==> config.mk <==
export PLATFORM = sky130hd
export DESIGN_NAME = apb_csr_irq_bank
export DESIGN_NICKNAME = d
export VERILOG_FILES = /design/src/rtl/apb_csr_irq_bank.sv
export SDC_FILE = /design/constraint.sdc
export NUM_CORES = 1
export LEC_CHECK = 0
export ABC_CLOCK_PERIOD_IN_PS = 5200
export BUFFER_PORTS_ARGS = -buffer_cell sky130_fd_sc_hd__buf_2
export CAP_MARGIN = 5
export CORE_ASPECT_RATIO = 1.25
export CORE_UTILIZATION = 57
export CTS_CLUSTER_SIZE = 8
export DETAILED_ROUTE_END_ITERATION = 6
export GPL_ROUTABILITY_DRIVEN = 0
export PLACE_DENSITY = 0.79
export SYNTH_ARGS = -nofsm -noshare
export SYNTH_HDL_FRONTEND = slang
export SYNTH_SLANG_ARGS = --single-unit
==> constraint.sdc <==
create_clock -name clk -period 5.2 [get_ports clk]
set_input_delay 0.78 -clock clk [delete_from_list [all_inputs] [get_ports clk]]
set_output_delay 0.78 -clock clk [all_outputs]
set_load 0.02 [all_outputs]
==> src/rtl/apb_csr_irq_bank.sv <==
// APB slave CSR bank with NUM_IRQ interrupt channels: per-channel level/edge mode,
// mask, sticky W1C status, software set, saturating event counter and wait states.
module apb_csr_irq_bank #(
    parameter int                    DATA_WIDTH    = 32,
    parameter int                    ADDR_WIDTH    = 8,
    parameter int                    NUM_IRQ       = 8,
    parameter int                    WAIT_STATES   = 0,
    parameter logic [DATA_WIDTH-1:0] ID_VALUE      = 'hAF,
    parameter logic [DATA_WIDTH-1:0] SCRATCH_RESET = 'hAF
) (
    input  logic                    clk,
    input  logic                    rst,
    input  logic                    psel,
    input  logic                    penable,
    input  logic                    pwrite,
    input  logic [ADDR_WIDTH-1:0]   paddr,
    input  logic [DATA_WIDTH-1:0]   pwdata,
    input  logic [DATA_WIDTH/8-1:0] pstrb,
    output logic [DATA_WIDTH-1:0]   prdata,
    output logic                    pready,
    output logic                    pslverr,
    input  logic [NUM_IRQ-1:0]      irq_in,
    output logic                    irq
);

    localparam int         NUM_BYTES = DATA_WIDTH / 8;
    localparam int         OFF_BITS  = (NUM_BYTES > 1) ? $clog2(NUM_BYTES) : 0;
    localparam logic [1:0] WAIT_LAST = 2'(WAIT_STATES);

    typedef enum logic {S_IDLE, S_ACCESS} state_t;
    typedef enum logic [2:0] {
        R_ID, R_SCRATCH, R_MODE, R_MASK, R_STATUS, R_SET, R_RAW, R_EVT
    } reg_idx_t;

    state_t                  state;
    logic [1:0]              wait_cnt;
    logic [DATA_WIDTH-1:0]   scratch;
    logic [NUM_IRQ-1:0]      mode;
    logic [NUM_IRQ-1:0]      mask;
    logic [NUM_IRQ-1:0]      status;
    logic [NUM_IRQ-1:0]      irq_in_q;
    logic [DATA_WIDTH-1:0]   evt_cnt;

    logic [ADDR_WIDTH-1:0]   idx;
    reg_idx_t                reg_sel;
    logic                    unmapped;
    logic                    access_err;
    logic                    setup;
    logic                    wr_commit;
    logic [DATA_WIDTH-1:0]   rd_val;
    logic [DATA_WIDTH-1:0]   byte_mask;
    logic [NUM_IRQ-1:0]      set_vec;
    logic [NUM_IRQ-1:0]      clr_vec;
    logic [NUM_IRQ-1:0]      status_nxt;
    logic                    new_evt;

    assign idx      = paddr >> OFF_BITS;
    assign reg_sel  = reg_idx_t'(idx[2:0]);
    assign unmapped = (idx > ADDR_WIDTH'(7));
    assign setup    = psel & ~penable;

    always_comb begin
        // NOTE: every always_comb output gets a default first so no path can infer a latch.
        access_err = 1'b0;
        if (unmapped)
            access_err = 1'b1;
        else if (pwrite && (reg_sel == R_ID || reg_sel == R_RAW))
            access_err = 1'b1;
        else if (!pwrite && reg_sel == R_SET)
            access_err = 1'b1;
    end

    assign pready    = (state == S_ACCESS) & psel & penable & (wait_cnt == WAIT_LAST);
    assign pslverr   = pready & access_err;
    assign wr_commit = pready & pwrite & ~access_err;

    always_comb begin
        rd_val = '0;
        case (reg_sel)
            R_ID:      rd_val = ID_VALUE;
            R_SCRATCH: rd_val = scratch;
            R_MODE:    rd_val = DATA_WIDTH'(mode);
            R_MASK:    rd_val = DATA_WIDTH'(mask);
            R_STATUS:  rd_val = DATA_WIDTH'(status);
            R_RAW:     rd_val = DATA_WIDTH'(irq_in);
            R_EVT:     rd_val = evt_cnt;
            default:   rd_val = '0;
        endcase
    end

    always_comb begin
        byte_mask = '0;
        for (int b = 0; b < NUM_BYTES; b++)
            byte_mask[b*8 +: 8] = {8{pstrb[b]}};
    end

    // Software set and hardware set are merged so a same-cycle W1C never wins over a set.
    assign set_vec    = (irq_in & ~mode) | (irq_in & ~irq_in_q & mode)
                      | ((wr_commit && reg_sel == R_SET) ? pwdata[NUM_IRQ-1:0] : '0);
    assign clr_vec    = (wr_commit && reg_sel == R_STATUS) ? pwdata[NUM_IRQ-1:0] : '0;
    assign status_nxt = (status & ~clr_vec) | set_vec;
    assign new_evt    = |(set_vec & ~status);

    always_ff @(posedge clk or posedge rst) begin
        if (rst) begin
            state    <= S_IDLE;
            wait_cnt <= '0;
            prdata   <= '0;
        end else begin
            // NOTE: sequential state uses non-blocking assignments so every register samples pre-edge values.
            if (setup) begin
                state    <= S_ACCESS;
                wait_cnt <= '0;
                if (!pwrite)
                    prdata <= access_err ? '0 : rd_val;
            end else if (state == S_ACCESS) begin
                if (!psel || pready)
                    state <= S_IDLE;
                else if (penable)
                    wait_cnt <= wait_cnt + 2'd1;
            end
        end
    end

    always_ff @(posedge clk or posedge rst) begin
        if (rst) begin
            scratch  <= SCRATCH_RESET;
            mode     <= '0;
            mask     <= '0;
            status   <= '0;
            irq_in_q <= '0;
            evt_cnt  <= '0;
            irq      <= 1'b0;
        end else begin
            irq_in_q <= irq_in;
            status   <= status_nxt;
            irq      <= |(status & mask);
            if (wr_commit && reg_sel == R_SCRATCH)
                scratch <= (scratch & ~byte_mask) | (pwdata & byte_mask);
            if (wr_commit && reg_sel == R_MODE)
                mode <= (mode & ~byte_mask[NUM_IRQ-1:0]) | (pwdata[NUM_IRQ-1:0] & byte_mask[NUM_IRQ-1:0]);
            if (wr_commit && reg_sel == R_MASK)
                mask <= (mask & ~byte_mask[NUM_IRQ-1:0]) | (pwdata[NUM_IRQ-1:0] & byte_mask[NUM_IRQ-1:0]);
            if (wr_commit && reg_sel == R_EVT)
                evt_cnt <= new_evt ? DATA_WIDTH'(1) : '0;
            else if (new_evt && evt_cnt != '1)
                evt_cnt <= evt_cnt + DATA_WIDTH'(1);
        end
    end

endmodule

# [Word-level counts from Yosys, hierarchy flattened]
# Index checks and enable logic that the tools add are counted.
[word_totals] ff_bits=132 input_bits=57 output_inout_bits=35 wordCells=94
[classes] n_addsub=2 magnitude_cmp=1 n_eq_ne=9 muxes=17 n_bitwise=33 n_reduce_logical=22
[ops] op="case mux 32 bit (7 select lines)" count=1
[ops] op="two-way mux 32 bit" count=3
[ops] op="AND 8 bit" count=9
[ops] op="AND 32 bit" count=2
[ops] op="NOT 8 bit" count=5
[ops] op="bitwise OR 8 bit" count=5
[ops] op="adder 32 x 1 -> 32 bit (second input constant)" count=1
[ops] op="inequality test 32 bit (second input constant)" count=1
[ops] op="NOT 32 bit" count=1
[ops] op="bitwise OR 32 bit" count=1
[ops] op="two-way mux 8 bit" count=2
[ops] op="OR reduction 8 bit" count=2
[ops] op="== test 3 bit (second input constant)" count=4
[ops] op="logical AND 1 bit" count=9
[ops] op="two-way mux 2 bit" count=4
[ops] op="AND 1 bit" count=7
[ops] op="two-way mux 1 bit" count=7
[ops] op="== test 3 x 2 -> 1 bit (second input constant)" count=2
[ops] op="> comparator 6 x 3 -> 1 bit (second input constant)" count=1
[ops] op="nonzero test 2 bit" count=3
[ops] op="== test 3 x 1 -> 1 bit (second input constant)" count=1
[ops] op="zero test 3 bit" count=1
[ops] op="NOT 1 bit" count=3
[ops] op="AND reduction 3 bit" count=1
[ops] op="6 further kinds" count=8

# [Depth between registers and ports, before layout]
[depth] ltp_word=15 ltp_mapped=11 mapped_depth_nobuf=8

# [Worst setup path before layout]
# No wires, ideal clock.
[synth_timing] kind="input to register" start="input port paddr[7]" end="register evt_cnt[3]" setup_time_ns=0.078 t_arrival_ns=2.881 required_time_ns=5.122 slack_ns=2.241 path_stages=8 n_path_buf=2 path_cell_list="or3_4 > or4_1 > a41o_1 > and3_1 > buf_6 > buf_6 > or4_1 > a21oi_1"
[synth_via] elab_chain_cells=11 word_cells_on_any_way=13 classes_between="order compare (1); mux (3); bitwise (4); reduce/logical (5)"
[synth_lines] item="start, declared" line_no="16" text="input logic [ADDR_WIDTH-1:0] paddr,"
[synth_lines] item="> comparator 6 x 3 -> 1 bit *" line_no="59" text="assign unmapped = (idx > ADDR_WIDTH'(7));"
[synth_lines] item="two-way mux 1 bit *" line_no="65" text="if (unmapped)"
[synth_lines] item="NOT 1 bit *" line_no="75" text="assign wr_commit = pready & pwrite & ~access_err;"
[synth_lines] item="AND 1 bit *" line_no="75"
[synth_lines] item="logical AND 1 bit" line_no="99" text="| ((wr_commit && reg_sel == R_SET) ? pwdata[NUM_IRQ-1:0] : '0);"
[synth_lines] item="two-way mux 8 bit" line_no="99"
[synth_lines] item="bitwise OR 8 bit" line_no="99"
[synth_lines] item="AND 8 bit" line_no="102" text="assign new_evt = |(set_vec & ~status);"
[synth_lines] item="OR reduction 8 bit" line_no="102"
[synth_lines] item="logical AND 1 bit" line_no="146" text="else if (new_evt && evt_cnt != '1)"
[synth_lines] item="nonzero test 2 bit (no line)"
[synth_lines] item="end signal, assigned" line_no="145" text="evt_cnt <= new_evt ? DATA_WIDTH'(1) : '0;"
[synth_lines] item="end signal, assigned" line_no="147" text="evt_cnt <= evt_cnt + DATA_WIDTH'(1);"
[synth_lines] item="end, declared" line_no="42" text="logic [DATA_WIDTH-1:0] evt_cnt;"
# Mark *: on every way between the ends. The rest lies on a longest branch, timed or not.
# A chain may end at the register's enable or synchronous reset.

# [Worst setup path after layout]
[layout_timing] start="input port paddr[4]" end="output port pslverr"
[layout_via] elab_chain_cells=6 word_cells_on_any_way=11 classes_between="order compare (1); eq/ne (2); mux (3); bitwise (1); reduce/logical (4)"
[layout_lines] item="branches (longest 4 deep; another with > comparator 6 x 3 -> 1 bit)"
[layout_lines] item="two-way mux 1 bit *" line_no="65"
[layout_lines] item="AND 1 bit *" line_no="74" text="assign pslverr = pready & access_err;"
[layout_lines] item="end, declared" line_no="21" text="output logic pslverr,"
# Every way passes the cells marked *.

==> qor.yml <==
status: "completed"
cp_max_fo: 25
post_cts_resized: 0
worst_clock_skew_ns: 0.00804
setup_viol: 0
synth_most_common_cell: "dfrtp_1"
viasPerCell: 6.48
synthTopCellsByArea: "dfrtp_1, mux2_2, a22oi_1, nand2_1, a21oi_1"
netlist.top_cell.by_area: "dfrtp_1"
ys_seq_area_share_pct: 51.5
synth_enable_flop_cells: 0
grt.total_usage_pct: 28.9
grt_pass1_vias: 5475
crit_type: "primary input to output port"
synth.top_cell.area_share_pct: 49.0
wl_mm: 15.8
numCtsBuffers: 17
die_area_sq_um: 11700
async_reset_ff_share_pct: 100
initial_core_util_pct: 58.3
port_buffers: 89
power.total_mw: 2.45
htreeDepth: 4
start_kind: "primary input"
synthMuxAreaShare_pct: 9.42
clk_latency_ns: 0.42
ys_seq_elements: 132
hold_class: "primary input to asynchronous set/reset pin"
synth_top_family_by_area: "compound AO/OA/AOI/OAI gates"
synth-simple-area-share_pct: 16.0
ys_warn_count: 0
synth_area_per_cell_sq_um: 10.5
synth_xor_area_share_pct: 0
drc: 0
postCtsHoldBufs: 0
final_layout_size_suffix_gt1_share_pct: 27.3
antenna_found_initial: 0
maxCapViolCount: 0
power_density_nw_per_um2: 324
cts-root-buf: "clkbuf_16"
fin_nets: 750
relSlewSlack_pct: 20.1
multi_input_area_sq_um: 2890
finalCriticalPeriod_ns: 3.24
area_growth_pct: 17.5
leakagePower_nw: 3.43
ios: 92
clock_path_buffers: 2
synth_area_sq_um: 6430
required_ns: 4.42
tns_ns: 0
worstSetupEndpointType: "output port"
fillers: 844
ant_nets: 0
hold_viol: 0
clkSinkCount: 132
synth_nets: 673
ir_drop_v: 0.000236
grt_setup_unrepaired: "no"
first_pass_iters: 5
vias: 5437
synthCells: 614
max_slew.worst_pin.slew_ns: 1.20
finalCritPeriodShare_pct: 62.4
dp_hpwl_mm: 10.4
rows: 43
tritoncts: "yes"
grt_first_pass_wirelength_mm: 26.7
synth_common_cells: "dfrtp_1, nand2_1, mux2_2"
initialDrtViolationCount: 432
path_clk_slew_ns: 0.06
synth_fa_ha_area_share_pct: 0.389
clock.fmax_mhz: 308
grt-ovfl-total: 0
ys_types: 47
die_h_microns: 121
grt_max_degree: 53
cts_setup_buffers: 0
wl_per_cell_microns: 18.9
seqCellArea_sq_um: 3310
die_x_microns: 97.0
drv_slew: 0
synth-compound-area-share_pct: 19.1
arrival_ns: 2.46
diodes: 0
coreArea_sq_um: 11000
ys.flop_type: "dfrtp_1"
-- layout make-up --
class | count | share of cell area, %
clock inverter | 14 | 2.33
sequential | 132 | 43.8
inverter | 20 | 1.03
tap | 135 | 2.24
multi-input combinational | 425 | 38.2
timing repair buffer | 95 | 6.59
clock buffer | 18 | 5.81
-- per-layer routing --
metal | GRT usage (%) | part of all wire, % | vias up
li1 | - | - | 2479
met1 | 34.9 | 39 | 2675
met2 | 50.0 | 52 | 238
met3 | 6.13 | 5.9 | 45
met4 | 12.4 | 3.2 | 0
met5 | 0 | 0 | -
-- layout by cell type (no fill, tap or decap), types with 4 or more instances in the layout --
cell / count
nand3_1: 15
and4_1: 4
a22oi_1: 34
or4_1: 20
clkbuf_16: 17
buf_4: 5
a221o_1: 8
mux2_2: 48
a22o_1: 9
a31o_2: 4
and2_1: 16
inv_1: 19
a221oi_1: 11
nand2b_1: 9
o31ai_1: 19
nor4_1: 7
o21ai_0: 37
dfrtp_1: 126
nand4_1: 16
a21boi_0: 8
buf_2: 89
nand2_1: 67
a21oi_1: 37
nor2_1: 10
and3_1: 7
clkinv_4: 4
nor3_1: 6
dfstp_2: 6
-- report_power, final --
group	switching [mW]	internal, mW
sequential	0.0206	1.05
clock	0.465	0.771
combinational	0.0920	0.0529
-- cells by family after synthesis --
| logic type | count (synthesis) |
|---|---|
| AOI/OAI and AO/OA | 180 |
| muxes | 52 |
| adders and majority gates | 2 |
| buffers and inverters | 57 |
| DFF | 132 |
| and+or+nand+nor | 191 |
-- worst max-delay path, stage by stage --
cell,delay (ns)
buf_2,0.38
nor2b_1,0.62
nand2_1,0.13
nand2_1,0.09
o21ai_0,0.10
a21oi_1,0.18
buf_2,0.18
-- through the flow --
stage                     instance area (sq um)  instances  hold WS (ns)  worst slack, ns  util (%)
after floorplan                            6430        614         0.480            0.904         -
after global placement                     6930        806         0.460             1.70      62.8
final                                      7560        839         0.399             1.96      68.5
after detailed placement                   6930        806         0.466             1.65      62.8
after global routing                       7560        839         0.439             1.82      68.5
after CTS                                  7540        838         0.417             2.01      68.4
-- final timing paths --
check	from	to	slack (ns)	depth (start not counted)
max reg2reg	wait_cnt[1]	evt_cnt[7]	2.26	9
min in group clk	prdata[1]	prdata[1]	0.47	2
max	paddr[4]	pslverr	1.96	7
min reg2reg	prdata[1]	prdata[1]	0.47	2
max in group asynchronous	rst	evt_cnt[29]	3.80	3
min	rst	prdata[0]	0.40	2
(Power assumes the default switching activity.)
